==> src/rtl/pipe_reg_r_pkg.sv <==
// Shared helpers for the factorial machine datapath blocks.
package pipe_reg_r_pkg;

  // Ceiling log2; returns 0 for values of 0 or 1.
  function automatic int unsigned clog2(input int unsigned value);
    int unsigned r;
    int unsigned v;
    r = 0;
    if (value > 1) begin
      for (v = value - 1; v > 0; v = v >> 1) begin
        r = r + 1;
      end
    end
    return r;
  endfunction

  // Width of an occupancy counter able to hold 0..depth.
  function automatic int unsigned cnt_width(input int unsigned depth);
    return clog2(depth + 1);
  endfunction

endpackage

==> src/rtl/pipe_stage_r.sv <==
// One elastic pipeline stage: valid bit plus data register.
module pipe_stage_r #(
  parameter int unsigned          WIDTH       = 32,
  parameter logic [WIDTH-1:0]     RESET_VALUE = '0
) (
  input  logic             clk,
  input  logic             reset_n,
  input  logic             load,
  input  logic             clear,
  input  logic             src_valid,
  input  logic [WIDTH-1:0] src_data,
  output logic             valid,
  output logic [WIDTH-1:0] data
);

  // Clear drops the valid but keeps data; load copies data only for a real item.
  always_ff @(posedge clk or negedge reset_n) begin
    if (!reset_n) begin
      valid <= 1'b0;
      data  <= RESET_VALUE;
    end else if (clear) begin
      valid <= 1'b0;
    end else if (load) begin
      valid <= src_valid;
      if (src_valid) begin
        data <= src_data;
      end
    end
  end

endmodule

==> src/rtl/pipe_reg_r.sv <==
// Elastic resettable register pipeline with bubble collapsing, flush and count.
module pipe_reg_r
  import pipe_reg_r_pkg::*;
#(
  parameter int unsigned      WIDTH       = 32,
  parameter int unsigned      DEPTH       = 2,
  parameter logic [WIDTH-1:0] RESET_VALUE = '0
) (
  input  logic                         clk,
  input  logic                         reset_n,
  input  logic                         flush,
  input  logic                         in_valid,
  output logic                         in_ready,
  input  logic [WIDTH-1:0]             in_data,
  output logic                         out_valid,
  input  logic                         out_ready,
  output logic [WIDTH-1:0]             out_data,
  output logic [cnt_width(DEPTH)-1:0]  count
);

  localparam int unsigned CNT_W = cnt_width(DEPTH);

  logic [DEPTH-1:0] v;
  logic [WIDTH-1:0] d [DEPTH];
  logic [DEPTH:0]   rdy;
  logic             in_fire;
  logic             out_fire;

  // Ready chain: a stage accepts when it is empty or the stage ahead is moving.
  always_comb begin
    rdy        = '0;
    rdy[DEPTH] = out_ready;
    for (int k = int'(DEPTH) - 1; k >= 0; k--) begin
      rdy[k] = ~v[k] | rdy[k+1];
    end
  end

  assign in_ready  = rdy[0] & ~flush;
  assign out_valid = v[DEPTH-1] & ~flush;
  assign out_data  = d[DEPTH-1];
  assign in_fire   = in_valid & in_ready;
  assign out_fire  = out_valid & out_ready;

  // Stage array; stage 0 is fed from the upstream port.
  for (genvar k = 0; k < DEPTH; k++) begin : g_stage
    logic             sv;
    logic [WIDTH-1:0] sd;
    if (k == 0) begin : g_head
      assign sv = in_valid;
      assign sd = in_data;
    end else begin : g_body
      assign sv = v[k-1];
      assign sd = d[k-1];
    end
    pipe_stage_r #(
      .WIDTH       (WIDTH),
      .RESET_VALUE (RESET_VALUE)
    ) u_stage (
      .clk       (clk),
      .reset_n   (reset_n),
      .load      (rdy[k]),
      .clear     (flush),
      .src_valid (sv),
      .src_data  (sd),
      .valid     (v[k]),
      .data      (d[k])
    );
  end

  // Occupancy counter tracks push/pop transfers; flush empties it.
  always_ff @(posedge clk or negedge reset_n) begin
    if (!reset_n) begin
      count <= '0;
    end else if (flush) begin
      count <= '0;
    end else if (in_fire && !out_fire) begin
      count <= count + CNT_W'(1);
    end else if (out_fire && !in_fire) begin
      count <= count - CNT_W'(1);
    end
  end

endmodule
==> config.mk <==
export PLATFORM = sky130hd
export DESIGN_NAME = pipe_reg_r
export DESIGN_NICKNAME = d
export VERILOG_FILES = /design/src/rtl/pipe_reg_r_pkg.sv /design/src/rtl/pipe_stage_r.sv /design/src/rtl/pipe_reg_r.sv
export SDC_FILE = /design/constraint.sdc
export NUM_CORES = 1
export LEC_CHECK = 0
export ABC_AREA = 1
export CORE_ASPECT_RATIO = 1.1
export CORE_MARGIN = 2
export CORE_UTILIZATION = 56
export DETAILED_ROUTE_END_ITERATION = 8
export DONT_BUFFER_PORTS = 1
export GPL_ROUTABILITY_DRIVEN = 0
export PLACE_DENSITY = 0.73
export REMOVE_ABC_BUFFERS = 1
export SKIP_LAST_GASP = 1
export SLEW_MARGIN = 25
export SYNTH_ARGS = -nofsm -noshare
export SYNTH_HDL_FRONTEND = slang
export SYNTH_SLANG_ARGS = --single-unit
==> constraint.sdc <==
create_clock -name clk -period 1.2 [get_ports clk]
set_input_delay 0.12 -clock clk [delete_from_list [all_inputs] [get_ports clk]]
set_output_delay 0.12 -clock clk [all_outputs]
set_load 0.005 [all_outputs]
## Word level (Yosys, flattened, before mapping)

Cells that the tools add are included.

- Reduce and logical (&&, ||, !) cells: 9
- Multiplexer cells: 7
- Add/subtract/negate cells: 2
- Bitwise gates (word level): 9

Operator list:

| cell | number |
|---|---|
| $mux 2 | 3 |
| $reduce_and 3->1 | 2 |
| $and 1x1->1 | 4 |
| $mux 1 | 4 |
| $reduce_bool 2->1 | 2 |
| $not 1->1 | 3 |
| $reduce_bool 3->1 | 1 |
| $add 2x1->2 const B | 1 |
| $logic_and 1x1->1 | 2 |
| $logic_not 1->1 | 2 |
| $or 1x1->1 | 2 |
| $sub 2x1->2 const B | 1 |

- Register bits after elaboration: 68
- Input bits: 37

## Longest topological paths before layout

- Depth after elaboration: 10
- Depth in mapped cells: 8
- Gate-level depth less buffers: 8

## Hierarchy

Synthesis repeated with hierarchy kept, for this count alone.

- Cells, all modules: 323
- Area, all modules: 2,945.3 µm²

By module, submodules not included:

| module | seq. area each (µm²) | area each (µm²) | cells each | times used |
|---|---|---|---|---|
| pipe_stage_r | 825.8 | 1,378.8 | 147 | 2 |
| pipe_reg_r | 50.0 | 187.7 | 29 | 1 |

## Worst setup path before layout

Ideal clock, no wire load.

- Kind: register -> register
- From: register g_stage[1].u_stage.valid
- To: register g_stage[1].u_stage.data[10]
- Stages on the path, launching flop included: 7
- Clock period less this slack: 1.107 ns
- Required time: 1.070 ns
- Path slack: 0.093 ns
- Path buffers: 2
- Arrival: 0.977 ns
- Cell sequence: dfrtp_1 > nand2_2 > nand3_2 > buf_6 > buf_8 > nand2_1 > o21ai_0

- Longest elaborated chain between the ends: 3

RTL lines:

| what | RTL line | RTL |
|---|---|---|
| from (decl) | pipe_stage_r.sv:12 | `output logic valid,` |
| from (signal assigned) | pipe_stage_r.sv:24 | `valid <= src_valid;` |
| $not 1->1 | pipe_reg_r.sv:34 | `rdy[k] = ~v[k] \| rdy[k+1];` |
| $or 1x1->1 | pipe_reg_r.sv:34 |  |
| $reduce_and 3->1 (no line) | -- |  |
| to (signal assigned) | pipe_stage_r.sv:26 | `data <= src_data;` |
| to (decl) | pipe_stage_r.sv:13 | `output logic [WIDTH-1:0] data` |

Every way passes these cells.
A chain may end at the register's enable or synchronous reset.

## Worst setup path in the final report

- From: register g_stage[1].u_stage.valid
- To: register g_stage[0].u_stage.data[2]

- Longest elaborated chain between the ends: 4

RTL lines:

| what | RTL line |
|---|---|
| $not 1->1 | pipe_reg_r.sv:34 |
| $or 1x1->1 (2 in a row) | pipe_reg_r.sv:34 |
| $reduce_and 3->1 (no line) | -- |
| to (signal assigned) | pipe_stage_r.sv:26 |
| to (decl) | pipe_stage_r.sv:13 |

Every way passes these cells.

==> summary.md <==
| Metric | Value |
|---|---|
| Antenna cells | 0 |
| Num ports | 73 |
| Site Rows | 27 |
| Vias/cell | 5.201 |
| Worst skew pair latency | 0.33 ns |
| Post-layout min period | ~1.3 ns |
| Slew Limit Fails | 0 |
| Die ar. | 0.005913 sq mm |
| Via Count | 1992 |
| CTS Buf Count | 9 |
| Req. time, crit path | around 1.4 ns |
| CTS Sinks | just under 70 |
| # fillers | about 370 |
| Pre-antenna DRT Iters | 4 |
| Global-route usage over all layers | 21.82% |
| Max rail drop VDD | 1.149 mV |
| Core outline area | 0.005067 sq mm |
| Nets@finish | ~360 |
| CTS Root Cell | clkbuf_8 |
| Synthesized area | 0.002975 sq mm |
| Pre-CTS setup slack | -0.04598 ns |
| Total power draw | between 5 and 6 mW |
| Die W | around 74 um |
| Sequential share of the synthesized area | between 50 and 60% |
| Setup crit start kind | flop |
| PwrDens | 1528 mW/mm^2 |
| Residual DRC count | 0 |
| Unrepaired setup endpoints after global routing | yes |
| Initial antenna violation count | 0 |
| Clock slew at reported path FFs | 0.07 ns |
| Max-Cap Viols | 0 |
| Hold Fails Final Rpt | 68 |
| Largest net degree at the start of global routing | 69 |
| Final setup viols | 36 |
| Post-DP HPWL | 3266 um |
| Syn-to-layout area delta | 26.03% |
| CTS Hold Buffers Added | 33 |
| Status | finished with violations |
| DP Cell Count | ~330 |
| Path type of the worst setup path | flop to flop |
| Final worst slack | -0.06990 ns |
| Hold WC Path Type | input port to async pin |
| Multi-input gate area | 0.001049 sq mm |
| Avg Inst Size Synth | ~11 sq um |
| Initial core utilization | around three fifths |
| Grt total ovfl | 0 |
| Synthesized flop and latch total | 68 |
| Relative max-transition margin | 85.39% |
| Least-Margin Pin Slew | ~0.22 ns |
| CP arrival | roughly 1.5 ns |
| WL per Instance | 15.64 um |
| Clock Path Buffers | 2 |
| Share of cells above drive strength 1 | 34.77% |
| Tcrit/Tclk final | 105.8% |
| Layout Cells excl Fill | 383 |
| Synth unique cells | 24 |
| Iteration-0 DRC Markers | 56 |
| First-pass GRT wire length | 9549 um |
| Final WL | 5991 um |
| I/O Buffers | 0 |
| Hold Worst Slack | -0.5234 ns |
| CP max FO | 14 |
| P_leak | 1.767 nW |
| H-tree Lvls | 3 |
| Post-DRT Antenna Nets | 0 |
| Syn Inst Count | 278 |
| Worst Setup End Kind | flop |
| CTS tree | built |
| Number of global-route vias before repair | 2117 |
| Chip height | 80.45 um |
| Fmax | just under 800 MHz |
| Register Area | ~0.0017 sq mm |
| Failing checks | negative hold slack, negative setup slack |
| Yosys Warn Count | 0 |
| Clock Skew | between 0.007 and 0.008 ns |
==> report_power, final <==
| group | switching, mW | internal (mW) | total [mW] |
|---|---|---|---|
| logic | 0.486 | 0.427 | 0.913 |
| registers | 0.255 | 2.68 | 2.94 |
| clock network | 0.813 | 1.07 | 1.88 |
| total | 1.55 | 4.17 | 5.73 |
==> through the flow <==
stage / TNS (ns) / area [sq um] / util [%]
after floorplan: -19.94 / 2786 / -
after global placement: 0 / 2974 / 58.69
after detailed placement: -0.4423 / 2974 / 58.69
after CTS: -0.9476 / 3583 / 70.72
after global routing: -4.361 / 3750 / 74.00
final: -1.383 / 3750 / 74.00
==> worst paths after layout <==
kind | from | endpoint | slack (ns) | cells after the start
worst max-delay path | g_stage[1].u_stage.valid$_DFFE_PN0P_ | g_stage[0].u_stage.data[2]$_DFFE_PN0P_ | -0.07 | 6
worst max register to register | g_stage[1].u_stage.valid$_DFFE_PN0P_ | g_stage[0].u_stage.data[2]$_DFFE_PN0P_ | -0.07 | 6
min in group clk | out_ready | count[1]$_DFFE_PN0P_ | 0.04 | 4
max in group asynchronous | reset_n | g_stage[0].u_stage.valid$_DFFE_PN0P_ | 1.59 | 0
worst min-delay path | reset_n | g_stage[1].u_stage.data[22]$_DFFE_PN0P_ | -0.52 | 0
worst min register to register | g_stage[0].u_stage.data[9]$_DFFE_PN0P_ | g_stage[0].u_stage.data[9]$_DFFE_PN0P_ | 0.51 | 2
==> synthesized netlist by cell type <==
cell / count / share of area [%]
nand3_2: 1 / 0.34
nand2_2: 8 / 1.7
nor2_1: 24 / 3.0
a21oi_2: 28 / 8.2
buf_6: 5 / 1.9
inv_1: 39 / 4.9
a21oi_1: 6 / 1.0
o21ai_2: 15 / 4.4
clkbuf_8: 1 / 0.46
nand2_1: 36 / 4.5
nand4_1: 2 / 0.42
nand3_4: 1 / 0.59
nor2_4: 1 / 0.38
dfrtp_1: 68 / 57
nor2_2: 12 / 2.5
o21ai_0: 11 / 1.9
nand2_8: 1 / 0.67
buf_8: 5 / 2.5
inv_2: 1 / 0.13
o21ai_1: 7 / 1.2
clkbuf_1: 1 / 0.13
nand3_1: 2 / 0.34
buf_12: 2 / 1.3
a31oi_1: 1 / 0.21
==> sequential cells by signal (all words and copies together), names as in the netlist <==
register               count
g_stage.u_stage.valid      2
g_stage.u_stage.data      64
count                      2
==> placed cells by master, fill, tap and decap left out, types with 2 or more instances in the layout <==
cell / n
nand2_2: 9
clkinv_2: 2
a21oi_1: 5
nor2_1: 9
inv_2: 2
buf_4: 2
dfrtp_1: 68
buf_16: 3
inv_1: 38
a21oi_2: 29
nor2_4: 15
dlygate4sd3_1: 33
nor2_2: 13
o21ai_1: 7
o21ai_2: 15
nand4_1: 2
clkbuf_16: 3
nand3_1: 2
clkbuf_8: 11
o21ai_0: 11
nand2_1: 35
buf_12: 3
==> critical path, cell delays in order (launching register included) <==
cell     delay (ns)
dfrtp_1        0.41
buf_6          0.14
nand3_4        0.12
nand2_8        0.13
buf_16         0.18
nor2_1         0.11
a21oi_1        0.05
==> layout make-up <==
cell class	count	share of cell area [%]
clock buffer	12	4.137
clock inverter	4	1.268
inverter	40	4.004
multi-input combinational	156	27.96
sequential	68	45.38
tap	58	1.935
timing repair buffer	45	15.32
==> cell families (layout without fill, tap and decap cells) <==
group                  after synthesis  count (layout)  synth area share [%]
and+or+nand+nor                     88              88                 14.51
DFF                                 68              68                 57.19
AOI/OAI and AO/OA                   68              68                 16.91
buffers and inverters               54             101                 11.40
==> per-layer routing <==
metal  GRT usage (%)  routed length, um  vias up  part of all wire, %
met5               0                  0        -                    0
met2           37.68               3181       51                   53
met1           24.79               2418      974                   40
met4           9.455                104        0                  1.7
met3           6.274                286       10                  4.8
li1                -                  -      957                    -
==> repair_timing <==
item	4_1_cts	5_1_grt
cloned	1	3
setup endpoints to repair	34	61
endpoints found under the hold margin	104	68
buffers inserted	1	0
gates resized for setup	14	22
Power figures use the tool's default switching activity.
